==> src/rtl/sipo_rx_ctrl.sv <==
// sipo_rx_ctrl: serial-frame receive controller driving an external sipo_reg.
// Detects a start bit, samples each bit at mid-period, strobes the shift
// register once per data bit, checks the stop bit and hands the assembled
// word to the consumer through a valid/ready holding register.
// Optional even-parity bit between data and stop: define SIPO_RX_PARITY_EN.
module sipo_rx_ctrl #(
  parameter int WIDTH        = 8,
  parameter int CLKS_PER_BIT = 16
) (
  input  logic             clk,
  input  logic             rst,
  input  logic             rx_in,
  output logic             sipo_shift_en,
  output logic             sipo_bit,
  input  logic [WIDTH-1:0] sipo_data,
  output logic [WIDTH-1:0] frame_data,
  output logic             frame_valid,
  input  logic             frame_ready,
  output logic             frame_err,
  output logic             overrun,
  output logic             busy
);

  localparam int CNT_W = $clog2(CLKS_PER_BIT);
  localparam int IDX_W = $clog2(WIDTH + 1);
  localparam logic [CNT_W-1:0] HALF_M1  = CNT_W'(CLKS_PER_BIT / 2 - 1);
  localparam logic [CNT_W-1:0] FULL_M1  = CNT_W'(CLKS_PER_BIT - 1);
  localparam logic [IDX_W-1:0] LAST_IDX = IDX_W'(WIDTH - 1);

  generate
    if (WIDTH < 4) begin : g_bad_width
      $error("sipo_rx_ctrl: WIDTH must be >= 4");
    end
    if (CLKS_PER_BIT < 4 || (CLKS_PER_BIT % 2) != 0) begin : g_bad_cpb
      $error("sipo_rx_ctrl: CLKS_PER_BIT must be >= 4 and even");
    end
  endgenerate

`ifdef SIPO_RX_PARITY_EN
  typedef enum logic [2:0] {S_IDLE, S_START, S_DATA, S_PARITY, S_STOP} state_e;
`else
  typedef enum logic [2:0] {S_IDLE, S_START, S_DATA, S_STOP} state_e;
`endif

  state_e           state_q, state_d;
  logic             sync1_q, sync1_d;
  logic             rx_s_q, rx_s_d;
  logic [1:0]       fill_q, fill_d;   // marks when rx_s_q holds a real line sample
  logic             prev_q, prev_d;   // previous rx_s was a genuine high
  logic [CNT_W-1:0] cnt_q, cnt_d;
  logic [IDX_W-1:0] idx_q, idx_d;
  logic             shift_en_q, shift_en_d;
  logic             bit_q, bit_d;
  logic [WIDTH-1:0] fdata_q, fdata_d;
  logic             fvalid_q, fvalid_d;
  logic             ferr_q, ferr_d;
  logic             ovr_q, ovr_d;
  logic             busy_q, busy_d;
  logic             parity_bad;

`ifdef SIPO_RX_PARITY_EN
  logic par_q, par_d;
  assign parity_bad = (^sipo_data) ^ par_q;
`else
  assign parity_bad = 1'b0;
`endif

  // Next-state: synchronizer, bit timing FSM, holding register and handshake
  always_comb begin
    sync1_d    = rx_in;
    rx_s_d     = sync1_q;
    fill_d     = {fill_q[0], 1'b1};
    // Reset values of the synchronizer look like a high line; only arm on real samples
    prev_d     = fill_q[1] & rx_s_q;
    state_d    = state_q;
    cnt_d      = cnt_q;
    idx_d      = idx_q;
    shift_en_d = 1'b0;
    bit_d      = bit_q;
    fdata_d    = fdata_q;
    fvalid_d   = fvalid_q;
    ferr_d     = ferr_q;
    ovr_d      = ovr_q;
`ifdef SIPO_RX_PARITY_EN
    par_d      = par_q;
`endif
    if (fvalid_q && frame_ready) fvalid_d = 1'b0;

    case (state_q)
      S_IDLE: begin
        if (prev_q && !rx_s_q) begin
          cnt_d   = HALF_M1;
          state_d = S_START;
        end
      end
      S_START: begin
        if (cnt_q != '0) cnt_d = cnt_q - 1'b1;
        else if (rx_s_q) state_d = S_IDLE;      // glitch, not a start bit
        else begin
          cnt_d   = FULL_M1;
          idx_d   = '0;
          state_d = S_DATA;
        end
      end
      S_DATA: begin
        if (cnt_q != '0) cnt_d = cnt_q - 1'b1;
        else begin
          shift_en_d = 1'b1;
          bit_d      = rx_s_q;
          idx_d      = idx_q + 1'b1;
          cnt_d      = FULL_M1;
`ifdef SIPO_RX_PARITY_EN
          if (idx_q == LAST_IDX) state_d = S_PARITY;
`else
          if (idx_q == LAST_IDX) state_d = S_STOP;
`endif
        end
      end
`ifdef SIPO_RX_PARITY_EN
      S_PARITY: begin
        if (cnt_q != '0) cnt_d = cnt_q - 1'b1;
        else begin
          par_d   = rx_s_q;
          cnt_d   = FULL_M1;
          state_d = S_STOP;
        end
      end
`endif
      S_STOP: begin
        if (cnt_q != '0) cnt_d = cnt_q - 1'b1;
        else begin
          fdata_d  = sipo_data;
          fvalid_d = 1'b1;
          ferr_d   = ~rx_s_q | parity_bad;
          // Same-cycle transfer frees the slot, so only an unaccepted frame overruns
          if (fvalid_q && !frame_ready) ovr_d = 1'b1;
          state_d  = S_IDLE;
        end
      end
      default: state_d = S_IDLE;
    endcase

    busy_d = (state_d != S_IDLE);
  end

  // State and output registers, synchronous active-high reset
  always_ff @(posedge clk) begin
    if (rst) begin
      state_q    <= S_IDLE;
      sync1_q    <= 1'b1;
      rx_s_q     <= 1'b1;
      fill_q     <= '0;
      prev_q     <= 1'b0;
      cnt_q      <= '0;
      idx_q      <= '0;
      shift_en_q <= 1'b0;
      bit_q      <= 1'b0;
      fdata_q    <= '0;
      fvalid_q   <= 1'b0;
      ferr_q     <= 1'b0;
      ovr_q      <= 1'b0;
      busy_q     <= 1'b0;
`ifdef SIPO_RX_PARITY_EN
      par_q      <= 1'b0;
`endif
    end else begin
      state_q    <= state_d;
      sync1_q    <= sync1_d;
      rx_s_q     <= rx_s_d;
      fill_q     <= fill_d;
      prev_q     <= prev_d;
      cnt_q      <= cnt_d;
      idx_q      <= idx_d;
      shift_en_q <= shift_en_d;
      bit_q      <= bit_d;
      fdata_q    <= fdata_d;
      fvalid_q   <= fvalid_d;
      ferr_q     <= ferr_d;
      ovr_q      <= ovr_d;
      busy_q     <= busy_d;
`ifdef SIPO_RX_PARITY_EN
      par_q      <= par_d;
`endif
    end
  end

  assign sipo_shift_en = shift_en_q;
  assign sipo_bit      = bit_q;
  assign frame_data    = fdata_q;
  assign frame_valid   = fvalid_q;
  assign frame_err     = ferr_q;
  assign overrun       = ovr_q;
  assign busy          = busy_q;

endmodule

==> config.mk <==
export PLATFORM = sky130hd
export DESIGN_NAME = sipo_rx_ctrl
export DESIGN_NICKNAME = d
export VERILOG_FILES = /design/src/rtl/sipo_rx_ctrl.sv
export SDC_FILE = /design/constraint.sdc
export NUM_CORES = 1
export LEC_CHECK = 0
export ABC_AREA = 1
export CAP_MARGIN = 25
export CORE_ASPECT_RATIO = 0.75
export CORE_MARGIN = 2
export CORE_UTILIZATION = 49
export DETAILED_ROUTE_END_ITERATION = 10
export GPL_ROUTABILITY_DRIVEN = 0
export HOLD_SLACK_MARGIN = 0.15
export PLACE_DENSITY_LB_ADDON = 0.3
export SLEW_MARGIN = 20
export SYNTH_ARGS = -nofsm -noshare
export SYNTH_HDL_FRONTEND = slang
export SYNTH_SLANG_ARGS = --single-unit
==> constraint.sdc <==
create_clock -name clk -period 1.7 [get_ports clk]
set_input_delay 0.34 -clock clk [delete_from_list [all_inputs] [get_ports clk]]
set_output_delay 0.34 -clock clk [all_outputs]
set_load 0.01 [all_outputs]
Word-level counts from Yosys, hierarchy flattened

Cells that the tools add are included.

Register bits: 30
Logic and storage cells: 69

Add/sub/neg operators: 2
Mux-type cells: 22
Bitwise logic cells: 4
Reductions and logical operators: 16
Equal/unequal tests: 10

Operator list:

| kind                | number |
|---|---|
| $mux 4              | 8 |
| $pmux 4 s4          | 1 |
| $mux 3              | 5 |
| $pmux 3 s4          | 1 |
| $ne 2x2->1 const B  | 5 |
| $pmux 4 s2          | 1 |
| $reduce_and 4->1    | 2 |
| $reduce_bool 4->1   | 2 |
| $eq 3x2->1 const B  | 2 |
| $mux 1              | 5 |
| $add 4x1->4 const B | 1 |
| $eq 4x3->1 const B  | 1 |
| $reduce_and 2->1    | 2 |
| $sub 4x1->4 const B | 1 |
| $eq 3x1->1 const B  | 1 |
| $logic_and 1x1->1   | 3 |
| $logic_not 3->1     | 1 |
| $ne 3x3->1 const B  | 1 |
| $not 1->1           | 3 |
| $reduce_and 3->1    | 1 |
| $reduce_bool 3->1   | 1 |
| $logic_not 1->1     | 2 |
| $mux 2              | 1 |
| $reduce_bool 2->1   | 1 |
| other kinds (2)     | 2 |

Longest topological paths before layout

Gate-level depths: netlist of the first run.

Depth after elaboration: 5
Depth in mapped cells: 9
Mapped depth without buffers: 9

Worst setup path before layout of the first run

No wires, ideal clock.

Path kind: reg2reg
Start point: reg cnt_q[0]
End point: reg cnt_q[3]
Setup time: 0.133 ns
Slack: 0.341 ns
Buffers on the path: 0
Cell stages (with the launch flop): 10
Required time: 1.567 ns
Arrival: 1.225 ns
Clock period less this slack: 1.359 ns
Path through: dfxtp_1 -> inv_1 -> ha_1 -> nand3_4 -> nor2_4 -> inv_4 -> nand2_2 -> nor2_1 -> nand2_1 -> a21oi_2

Longest elaborated chain between the ends: 3
Elaborated cells between the ends (all ways): 9
Those cells by class: 1 x add/sub; 2 x eq/ne; 4 x mux; 2 x reduce/logical

Ends and longest elaborated chain:

| what                                                    | line         | text |
|---|---|---|
| from (decl)                                             | 50           | `logic [CNT_W-1:0] cnt_q, cnt_d;` |
| from (signal assigned)                                  | 172          | `cnt_q <= cnt_d;` |
| $sub 4x1->4 / $reduce_bool 4->1 (equally long branches) | 97, 106, 130 |  |
| $mux 4 (tied with other cells)                          | 130          | `if (cnt_q != '0) cnt_d = cnt_q - 1'b1;` |
| $pmux 4 s4 / $reduce_and 4->1 (equally long branches)   | n/a          |  |

Parallel ways exist; a longest one is shown, timed or not. The select of a mux whose other input is x is not followed.
A chain may end at the register's enable or synchronous reset.

Final worst setup path of the first run

Start point: reg fvalid_q, in the netlist frame_valid
End point: out frame_valid

RTL lines:

| what                   | line | text |
|---|---|---|
| from (decl)            | 55   | `logic fvalid_q, fvalid_d;` |
| from (signal assigned) | 177  | `fvalid_q <= fvalid_d;` |
| to (decl)              | 17   | `output logic frame_valid,` |

No word-level cell between the ends.

==> results of run 1 <==
-- power groups by stage --
stage / Combinational (mW) / Clock (mW) / Sequential (mW)
after detailed placement: 0.113 / 0 / 0.741
after global routing: 0.124 / 0.626 / 0.726
after CTS: 0.113 / 0.590 / 0.724
after global placement: 0.109 / 0 / 0.740
after floorplan: 0.0694 / 0 / 0.739
final: 0.113 / 0.575 / 0.724
-- per-layer routing --
metal / wire length, µm / part of all wire / track usage / vias up
met4: 59 / 0.022 / 0.0745 / 0
met2: 1220 / 0.46 / 0.302 / 21
met5: 0 / 0 / 0 / -
met3: 93 / 0.035 / 0.0577 / 7
li1: - / - / - / 586
met1: 1260 / 0.48 / 0.243 / 520
-- cell usage in the layout (no fill, tap or decap), drive strengths merged --
cell type      netlist  final
nand4                4      4
buf                  3      2
nor2                39     39
nand3b               1      1
clkinv               1      1
conb                 1      1
o21ai               12     12
inv                 16     16
a21oi               11     11
dfxtp               30     30
clkdlybuf4s50        0     25
clkbuf               0      6
xor2                 2      2
a31oi                1      1
bufinv               0      1
ha                   2      2
or2                  2      2
nand3                9      9
nand2               29     29
xnor2                1      1
nor3                 2      2
-- tightest hold or removal path: stages (launching register included) --
cell	delay, ns
dfxtp_1	0.31
inv_1	0.04
nor2_1	0.03
-- area by class of cell --
type                            instances  area share
Clock buffer                            6      0.0301
Clock inverter                          1      0.0176
Inverter                               17      0.0397
Multi-Input combinational cell        116       0.378
Sequential cell                        30       0.353
Tap cell                               36      0.0265
Timing Repair Buffer                   27       0.156
-- flip-flops by register name, indices dropped and copies added, names as in the netlist --
| register | flops |
|---|---|
| busy | 1 |
| frame_valid | 1 |
| state_q | 3 |
| rx_s_d | 1 |
| sipo_shift_en | 1 |
| rx_s_q | 1 |
| idx_q | 4 |
| overrun | 1 |
| frame_data | 8 |
| cnt_q | 4 |
| sipo_bit | 1 |
| fill_q | 2 |
| prev_q | 1 |
| frame_err | 1 |
-- metrics by stage --
step,area (µm²),power [mW],std cells,worst slack [ns]
2_1_floorplan,1330,0.808,166,0.341
3_3_place_gp,1620,0.849,226,0.218
3_5_place_dp,1620,0.853,226,0.155
4_1_cts,1700,1.43,233,0.124
5_1_grt,1700,1.48,233,0.0498
6_report,1700,1.41,233,0.141
-- final timing paths --
path,start,end,cells after the start,slack [ns]
hold reg to reg,fill_q[0],fill_q[1],2,0.41
hold / removal,fill_q[0],fill_q[1],2,0.41
setup / recovery,frame_valid,frame_valid,1,0.14
setup reg to reg,cnt_q[0],cnt_q[3],9,0.15
-- cells by family after synthesis --
kind of cell	count (synthesis)	synth area share
simple gates	86	0.331
flops	30	0.451
compound gates	24	0.111
buf+inv	20	0.0658
xor+xnor	3	0.0197
fa+ha+maj	2	0.0188
other cells	1	0.00282
==> results.tsv, run 1 <==
stage	metric	value	unit
routing	total number of vias	1134	
layout	Final #Nets	211	
cts	Root Driver	clkbuf_4	
pwr	worst vdd ir	521	µV
global_routing	vias in the first global route	1079	
cts	CTS Sinks	30	
global_routing	GRT Util Overall	0.190	
run	max-cap violation count	0	
pwr	sequential share of power	0.512	
floorplanning	Die Width	64.2	µm
logic_synthesis	Synth top cells by count	nor2_1, dfxtp_1, nand2_1	
timing	skew final	0.00727	ns
logic_synthesis	Synth top area share	0.451	
critical_path	Critical path buffers and inverters	1	
pwr	internal power	1.11	mW
floorplanning	num rows	16	
timing	part of the cycle the worst path needs	0.917	
pwr	NetSw	303	µW
logic_synthesis	EDFF count, synth	0	
cts	Worst-Skew Late Latency	0.33	ns
floorplanning	Die Ht	49.1	µm
layout	Area Growth Syn to Fin	27.9	%
timing	final setup fails	0	
cts	post-CTS resize count	0	
logic_synthesis	FFs w/ async S/R, synth	0	
logic_synthesis	post-synthesis sequential area ratio	0.451	
timing	RSZ-0062 raised after global routing	false	
logic_synthesis	Yosys warning count	0	
place	Detailed Place HPWL	1970	µm
cts	clock slew at reported path FFs	0.09	ns
floorplanning	die area	0.00315	mm²
layout	share of layout cells above drive strength 1	0.162	
pwr	Static Leakage	0.733	nW
logic_synthesis	Synth Flop Type	dfxtp_1	
layout	multi-input logic area	643	µm²
floorplanning	Core Footprint	0.00260	mm²
critical_path	CP max stage cell	clkdlybuf4s50_1	
timing	setup tns final	0	ns
logic_synthesis	Synth area leader	dfxtp_1	
worst_hold_path	min-delay worst type	reg -> reg	
logic_synthesis	Synth Instances	166	
logic_synthesis	count leader, synth	nor2_1	
logic_synthesis	average cell area after synthesis	8.02	µm²
pwr	sw frac	0.215	
cts	CTS HTree Levels	2	
routing	DRT antenna net count	0	
floorplanning	Initial Util	0.512	
layout	Sequential cell area	601	µm²
routing	DR vias/cell	4.87	
logic_synthesis	top cells by area, synth	dfxtp_1, nor2_1, nand2_1	
floorplanning	Ports	26	
place	port bufs	25	
status	status	finished, final reports clean	
pwr	PD cells	830	mW/mm²
timing	final hold vios	0	
routing	initial DRC count	27	
timing	Max Slew Vio Count	0	
pwr	Comb pwr share	0.080	
timing	fmax	0.642	GHz
routing	DR WL/cell	11.3	µm
global_routing	initial antenna violation count	0	
timing	crit path time final	1.56	ns
cts	Longest Clk Path Bufs	2	
layout	final core occ	0.654	
critical_path	Critical Path End Type	primary output	
logic_synthesis	Post-Syn Nets	180	
logic_synthesis	synthesized cell area	0.00133	mm²
layout	FILL cells	234	
critical_path	CP peak stage delay	0.55	ns
global_routing	largest net degree at the start of global routing	15	
layout	number of diodes	0	
logic_synthesis	Unique masters post-synth	32	
critical_path	Req. time, crit path	1.36	ns
critical_path	Worst Path Arrival	1.22	ns
critical_path	Crit Path Max Fanout	2	
critical_path	cell family with most CP delay	buffers and inverters	
critical_path	Setup CP Type	reg -> out	
critical_path	Worst Setup Start Kind	register	
routing	DR pass1 iterations	4	
cts	setup repair bufs after CTS	0	
cts	Num CTS Buffers	5	
routing	drt total wl	2640	µm
cts	CTS tree	yes	
global_routing	Remaining Overflow, GRT	0	
pwr	Clock power frac	0.407	
critical_path	CP Cell Sequence	clkdlybuf4s50_1	
timing	hold_ws	0.411	ns
routing	DRC Markers	0	
logic_synthesis	synthesis-stage register bit count	30	
global_routing	first-pass GRT wire length	4640	µm
cts	hold_buf cts	0	
No activity file was read; power rests on OpenSTA's default activity.
==> run 2, diff against run 1 <==
- PLACE_DENSITY: default -> 0.76
- PLACE_DENSITY_LB_ADDON: 0.3 -> default
==> run 2 against run 1 <==
Worst hold slack gained 0.013 ns. Sequential share of layout area grew 0.37 points. Global-route usage grew 0.31 points. Register-to-register slack is essentially flat. Combinational power is essentially flat. Critical path depth is the same. Critical endpoint is now frame_data[4]. Largest cell class unchanged. Highest routed layer unchanged.
==> results.tsv, run 2 (synthesis results as in run 1) <==
stage	metric	value	unit	change
critical_path	Setup CP Type	reg -> out		
worst_hold_path	min-delay worst type	reg -> reg		
floorplanning	Die Width	64.2	µm	unchanged
cts	setup repair bufs after CTS	0		unchanged
place	# placed instances	226		unchanged
routing	DR vias/cell	4.85		-0.34%
pwr	Clock power frac	0.350		-0.057
routing	DR WL/cell	11.4	µm	+0.40%
critical_path	Critical Path End Type	primary output		
critical_path	CP Cell Sequence	clkdlybuf4s50_1		
timing	setup tns final	0	ns	unchanged
critical_path	CP max stage cell	clkdlybuf4s50_1		
floorplanning	num rows	16		unchanged
routing	initial DRC count	37		+37%
pwr	sw frac	0.249		+0.0344
cts	Root Driver	clkbuf_4		
pwr	Comb pwr share	0.087		+0.007
critical_path	Crit Reg-Reg Startpoint	cnt_q[0]		
layout	number of diodes	0		unchanged
global_routing	largest net degree at the start of global routing	15		unchanged
place	port bufs	25		unchanged
timing	crit path time final	1.58	ns	+0.0235 ns
cts	Worst-Skew Late Latency	0.33	ns	about the same
pwr	worst vdd ir	547	µV	+5.1%
layout	Largest register FFs	8		unchanged
timing	Max Slew Vio Count	0		unchanged
layout	most common cell after layout, fill and taps aside	nor2_1		
cts	clock slew at reported path FFs	0.10	ns	about the same
cts	Num CTS Buffers	5		unchanged
critical_path	Worst Path Arrival	1.24	ns	+0.02 ns
cts	CTS tree	yes		
critical_path	Crit Path Max Fanout	2		unchanged
critical_path	cell family with most CP delay	buffers and inverters		
critical_path	crit path from	frame_data[4]		
layout	Area Growth Syn to Fin	26.6	%	
cts	CTS Sinks	30		unchanged
global_routing	Remaining Overflow, GRT	0		unchanged
global_routing	first-pass GRT wire length	4610	µm	-0.73%
cts	post-CTS resize count	0		unchanged
pwr	sequential share of power	0.563		+0.051
routing	total number of vias	1135		+0.088%
cts	CTS HTree Levels	2		unchanged
layout	Final #Nets	211		unchanged
timing	RSZ-0062 raised after global routing	false		
timing	part of the cycle the worst path needs	0.931		+0.0138
pwr	PD cells	763	mW/mm²	-8.0%
status	status	finished, final reports clean		
critical_path	CP peak stage delay	0.55	ns	about the same
run	max-cap violation count	0		unchanged
routing	drt total wl	2660	µm	+0.83%
timing	fmax	0.632	GHz	-1.5%
global_routing	vias in the first global route	1061		-1.7%
cts	Longest Clk Path Bufs	2		unchanged
routing	DRT antenna net count	0		unchanged
worst_hold_path	min-delay src	fill_q[0]		
critical_path	Critical path buffers and inverters	1		unchanged
cts	hold_buf cts	0		unchanged
routing	DRC Markers	0		unchanged
pwr	NetSw	320	µW	+5.6%
layout	Final Non-Filler Cells	234		+0.43%
pwr	internal power	966	µW	-13%
critical_path	Worst Setup Start Kind	register		
floorplanning	Core Footprint	0.00260	mm²	unchanged
layout	most frequent cells in the layout	nor2_1, dfxtp_1, nand2_1, clkdlybuf4s50_1, inv_1		
layout	share of layout cells above drive strength 1	0.167		+0.00423
layout	final core occ	0.648		-0.00673
place	Detailed Place HPWL	2030	µm	+2.8%
timing	final setup fails	0		unchanged
floorplanning	Initial Util	0.512		unchanged
layout	FILL cells	218		-6.8%
floorplanning	Ports	26		unchanged
timing	final hold vios	0		unchanged
timing	skew final	0.00484	ns	-0.00244 ns
floorplanning	die area	0.00315	mm²	unchanged
global_routing	initial antenna violation count	0		unchanged
pwr	Static Leakage	0.723	nW	-1.4%
global_routing	GRT Util Overall	0.193		+0.00307
floorplanning	Die Ht	49.1	µm	unchanged
critical_path	Req. time, crit path	1.36	ns	about the same
routing	DR pass1 iterations	4		unchanged
## run 2: layout make-up
cell class / count / area [µm²] / area share
clock buffers: 6 / 51.3 / 0.0304
clock inverters: 2 / 12.5 / 0.00742
inverters: 17 / 67.6 / 0.0401
multi-input cells: 116 / 643 / 0.382
flip-flops and latches: 30 / 601 / 0.356
well taps: 36 / 45.0 / 0.0267
repair buffers: 27 / 265 / 0.157
## run 2: through the flow
step	setup slack (ns)	hold WS [ns]	power, mW	instance area, µm²
floorplan	0.341	0.388	0.808	1330
global placement	0.245	0.398	0.849	1620
detailed placement	0.194	0.407	0.852	1620
CTS	0.103	0.421	1.30	1690
global route	0.0323	0.450	1.34	1690
finish	0.118	0.424	1.29	1690
## run 2: per-layer routing
metal | part of all wire | global-route usage | up-vias
li1 | - | - | 595
met1 | 0.48 | 0.227 | 518
met2 | 0.46 | 0.311 | 16
met3 | 0.039 | 0.0901 | 6
met4 | 0.017 | 0.0674 | 0
met5 | 0 | 0 | -
## run 2: worst paths after layout
| kind | end | slack (ns) | cells past startpoint |
|---|---|---|---|
| setup / recovery | frame_data[4] | 0.12 | 1 |
| hold / removal | fill_q[1] | 0.42 | 2 |
| setup reg to reg | frame_data[4] | 0.16 | 7 |
| hold reg to reg | fill_q[1] | 0.42 | 2 |
## run 2: power by group through the flow
| stage | registers, mW | logic (mW) | clock network (mW) |
|---|---|---|---|
| 5_1_grt | 0.726 | 0.125 | 0.494 |
| 2_1_floorplan | 0.739 | 0.0694 | 0 |
| 3_5_place_dp | 0.740 | 0.112 | 0 |
| 3_3_place_gp | 0.740 | 0.109 | 0 |
| 4_1_cts | 0.724 | 0.112 | 0.468 |
| 6_report | 0.724 | 0.112 | 0.450 |
==> run 3, diff against run 2 <==
- CORE_UTILIZATION: 49 -> 45
- PLACE_DENSITY: 0.76 -> 0.74
- SLEW_MARGIN: 20 -> default
- clock period: 1.7 -> 1.45 ns (I/O delays scaled with it)
==> run 3 against run 2 <==
Flip-flop and latch count unchanged. Combinational power is 50% higher. Critical path depth did not move. Cell count is 3.0% higher. Via count up 4.4%. Routed wire length increased by 9.3%. Cell area rose by 9.2%. Sequential share of layout area fell by 2.9 points. Register-to-register slack lost 0.10 ns. Power up 61%. Clock-buffer cell count did not move.
==> results.tsv, run 3 (synthesis results as in run 1) <==
stage	metric	value	unit	change
floorplanning	die area	0.00341	mm²	+8.2%
routing	drt total wl	2910	µm	+9.3%
global_routing	first-pass GRT wire length	5110	µm	+11%
floorplanning	num rows	17		+1
timing	crit path time final	1.40	ns	
timing	RSZ-0062 raised after global routing	true		
cts	Longest Clk Path Bufs	2		unchanged
timing	hold_ws	0.423	ns	-0.00104 ns
routing	initial DRC count	28		-24%
layout	Final #Nets	216		+2.4%
layout	most common cell after layout, fill and taps aside	nor2_1		
critical_path	Worst Setup Start Kind	register		
cts	Num CTS Buffers	5		unchanged
pwr	Total Power	2.07	mW	+61%
routing	DR pass1 iterations	6		+2
global_routing	GRT Util Overall	0.204		+0.0113
worst_hold_path	min-delay worst type	reg -> reg		
timing	part of the cycle the worst path needs	0.962		
critical_path	Req. time, crit path	1.16	ns	-0.20 ns
routing	DR vias/cell	4.92		+1.4%
cts	CTS Sinks	30		unchanged
floorplanning	Core Footprint	0.00287	mm²	+10%
cts	CTS HTree Levels	2		unchanged
pwr	PD cells	1120	mW/mm²	+47%
layout	share of layout cells above drive strength 1	0.222		+0.0550
global_routing	Remaining Overflow, GRT	0		unchanged
cts	Root Driver	clkbuf_8		
routing	DRC Markers	0		unchanged
critical_path	CP max stage cell	clkdlybuf4s50_1		
timing	skew final	0.00479	ns	-0.0000501 ns
cts	Worst-Skew Late Latency	0.29	ns	-0.04 ns
critical_path	Crit Path Max Fanout	1		-1
critical_path	Setup CP Type	reg -> out		
critical_path	cell family with most CP delay	buffers and inverters		
cts	clock slew at reported path FFs	0.06	ns	-0.04 ns
global_routing	largest net degree at the start of global routing	15		unchanged
timing	final hold vios	0		unchanged
place	Detailed Place HPWL	2120	µm	+4.4%
routing	total number of vias	1185		+4.4%
floorplanning	Die Width	66.8	µm	+4.1%
pwr	Static Leakage	0.921	nW	+27%
routing	DRT antenna net count	0		unchanged
place	port bufs	25		unchanged
critical_path	CP peak stage delay	0.52	ns	-0.03 ns
timing	fmax	0.717	GHz	
pwr	worst vdd ir	811	µV	+48%
critical_path	Critical path buffers and inverters	1		unchanged
timing	Max Slew Vio Count	0		unchanged
global_routing	initial antenna violation count	0		unchanged
layout	Largest register FFs	8		unchanged
routing	DR WL/cell	12.1	µm	+6.2%
critical_path	Critical Path End Type	primary output		
critical_path	CP Cell Sequence	clkdlybuf4s50_1		
layout	Area Growth Syn to Fin	38.3	%	
layout	most frequent cells in the layout	nor2_1, dfxtp_1, nand2_1		
status	status	finished, final reports clean		
cts	CTS tree	yes		
floorplanning	Ports	26		unchanged
floorplanning	Initial Util	0.464		-0.0479
critical_path	Worst Path Arrival	1.11	ns	-0.13 ns
layout	number of diodes	0		unchanged
global_routing	vias in the first global route	1164		+9.7%
run	max-cap violation count	0		unchanged
timing	final setup fails	0		unchanged
floorplanning	Die Ht	51.1	µm	+4.0%
## run 3: final timing paths
path                            slack (ns)     start       end  cells past startpoint
worst max-delay path                  0.05      busy      busy                      1
worst min-delay path                  0.42    rx_s_d    rx_s_q                      1
worst max register to register        0.06  cnt_q[1]  idx_q[3]                      9
worst min register to register        0.42    rx_s_d    rx_s_q                      1
## run 3: where the power goes
group	internal [mW]	switching (mW)
combinational	0.0859	0.0819
sequential	0.841	0.0109
clock	0.732	0.316
## run 3: area by class of cell
| cell class | instances | area, µm² |
|---|---|---|
| Tap cell | 38 | 47.5 |
| Clock buffer | 6 | 82.6 |
| Inverter | 17 | 68.8 |
| Sequential cell | 30 | 603 |
| Multi-Input combinational cell | 116 | 661 |
| Clock inverter | 2 | 60.1 |
| Fill cell | 247 | 1030 |
| Timing Repair Buffer | 32 | 318 |
## run 3: metal layers
layer	routed length, µm	part of all wire	global-route usage	vias to the layer above
met3	143	0.049	0.0815	8
met4	52	0.018	0.0816	0
met1	1290	0.44	0.239	552
met2	1420	0.49	0.335	24
li1	-	-	-	601
met5	0	0	0	-
## run 3: repair_timing
action,4_1_cts,5_1_grt
buffers inserted,0,1
endpoints found under the setup margin,11,20
hold endpoints to repair,0,0
pin swaps,0,2
resized for setup,9,13
hold buffers,0,0
## run 3: metrics by stage
step	instance area [µm²]	setup slack [ns]	std cells	utilization	TNS [ns]
final	1840	0.0545	241	0.641	0
after global routing	1840	-0.0288	241	0.641	-0.0326
after CTS	1800	0.0000897	240	0.627	0
after detailed placement	1670	-0.0634	232	0.580	-0.0679
after floorplan	1330	0.0913	166	-	0
after global placement	1670	0.0316	232	0.580	0
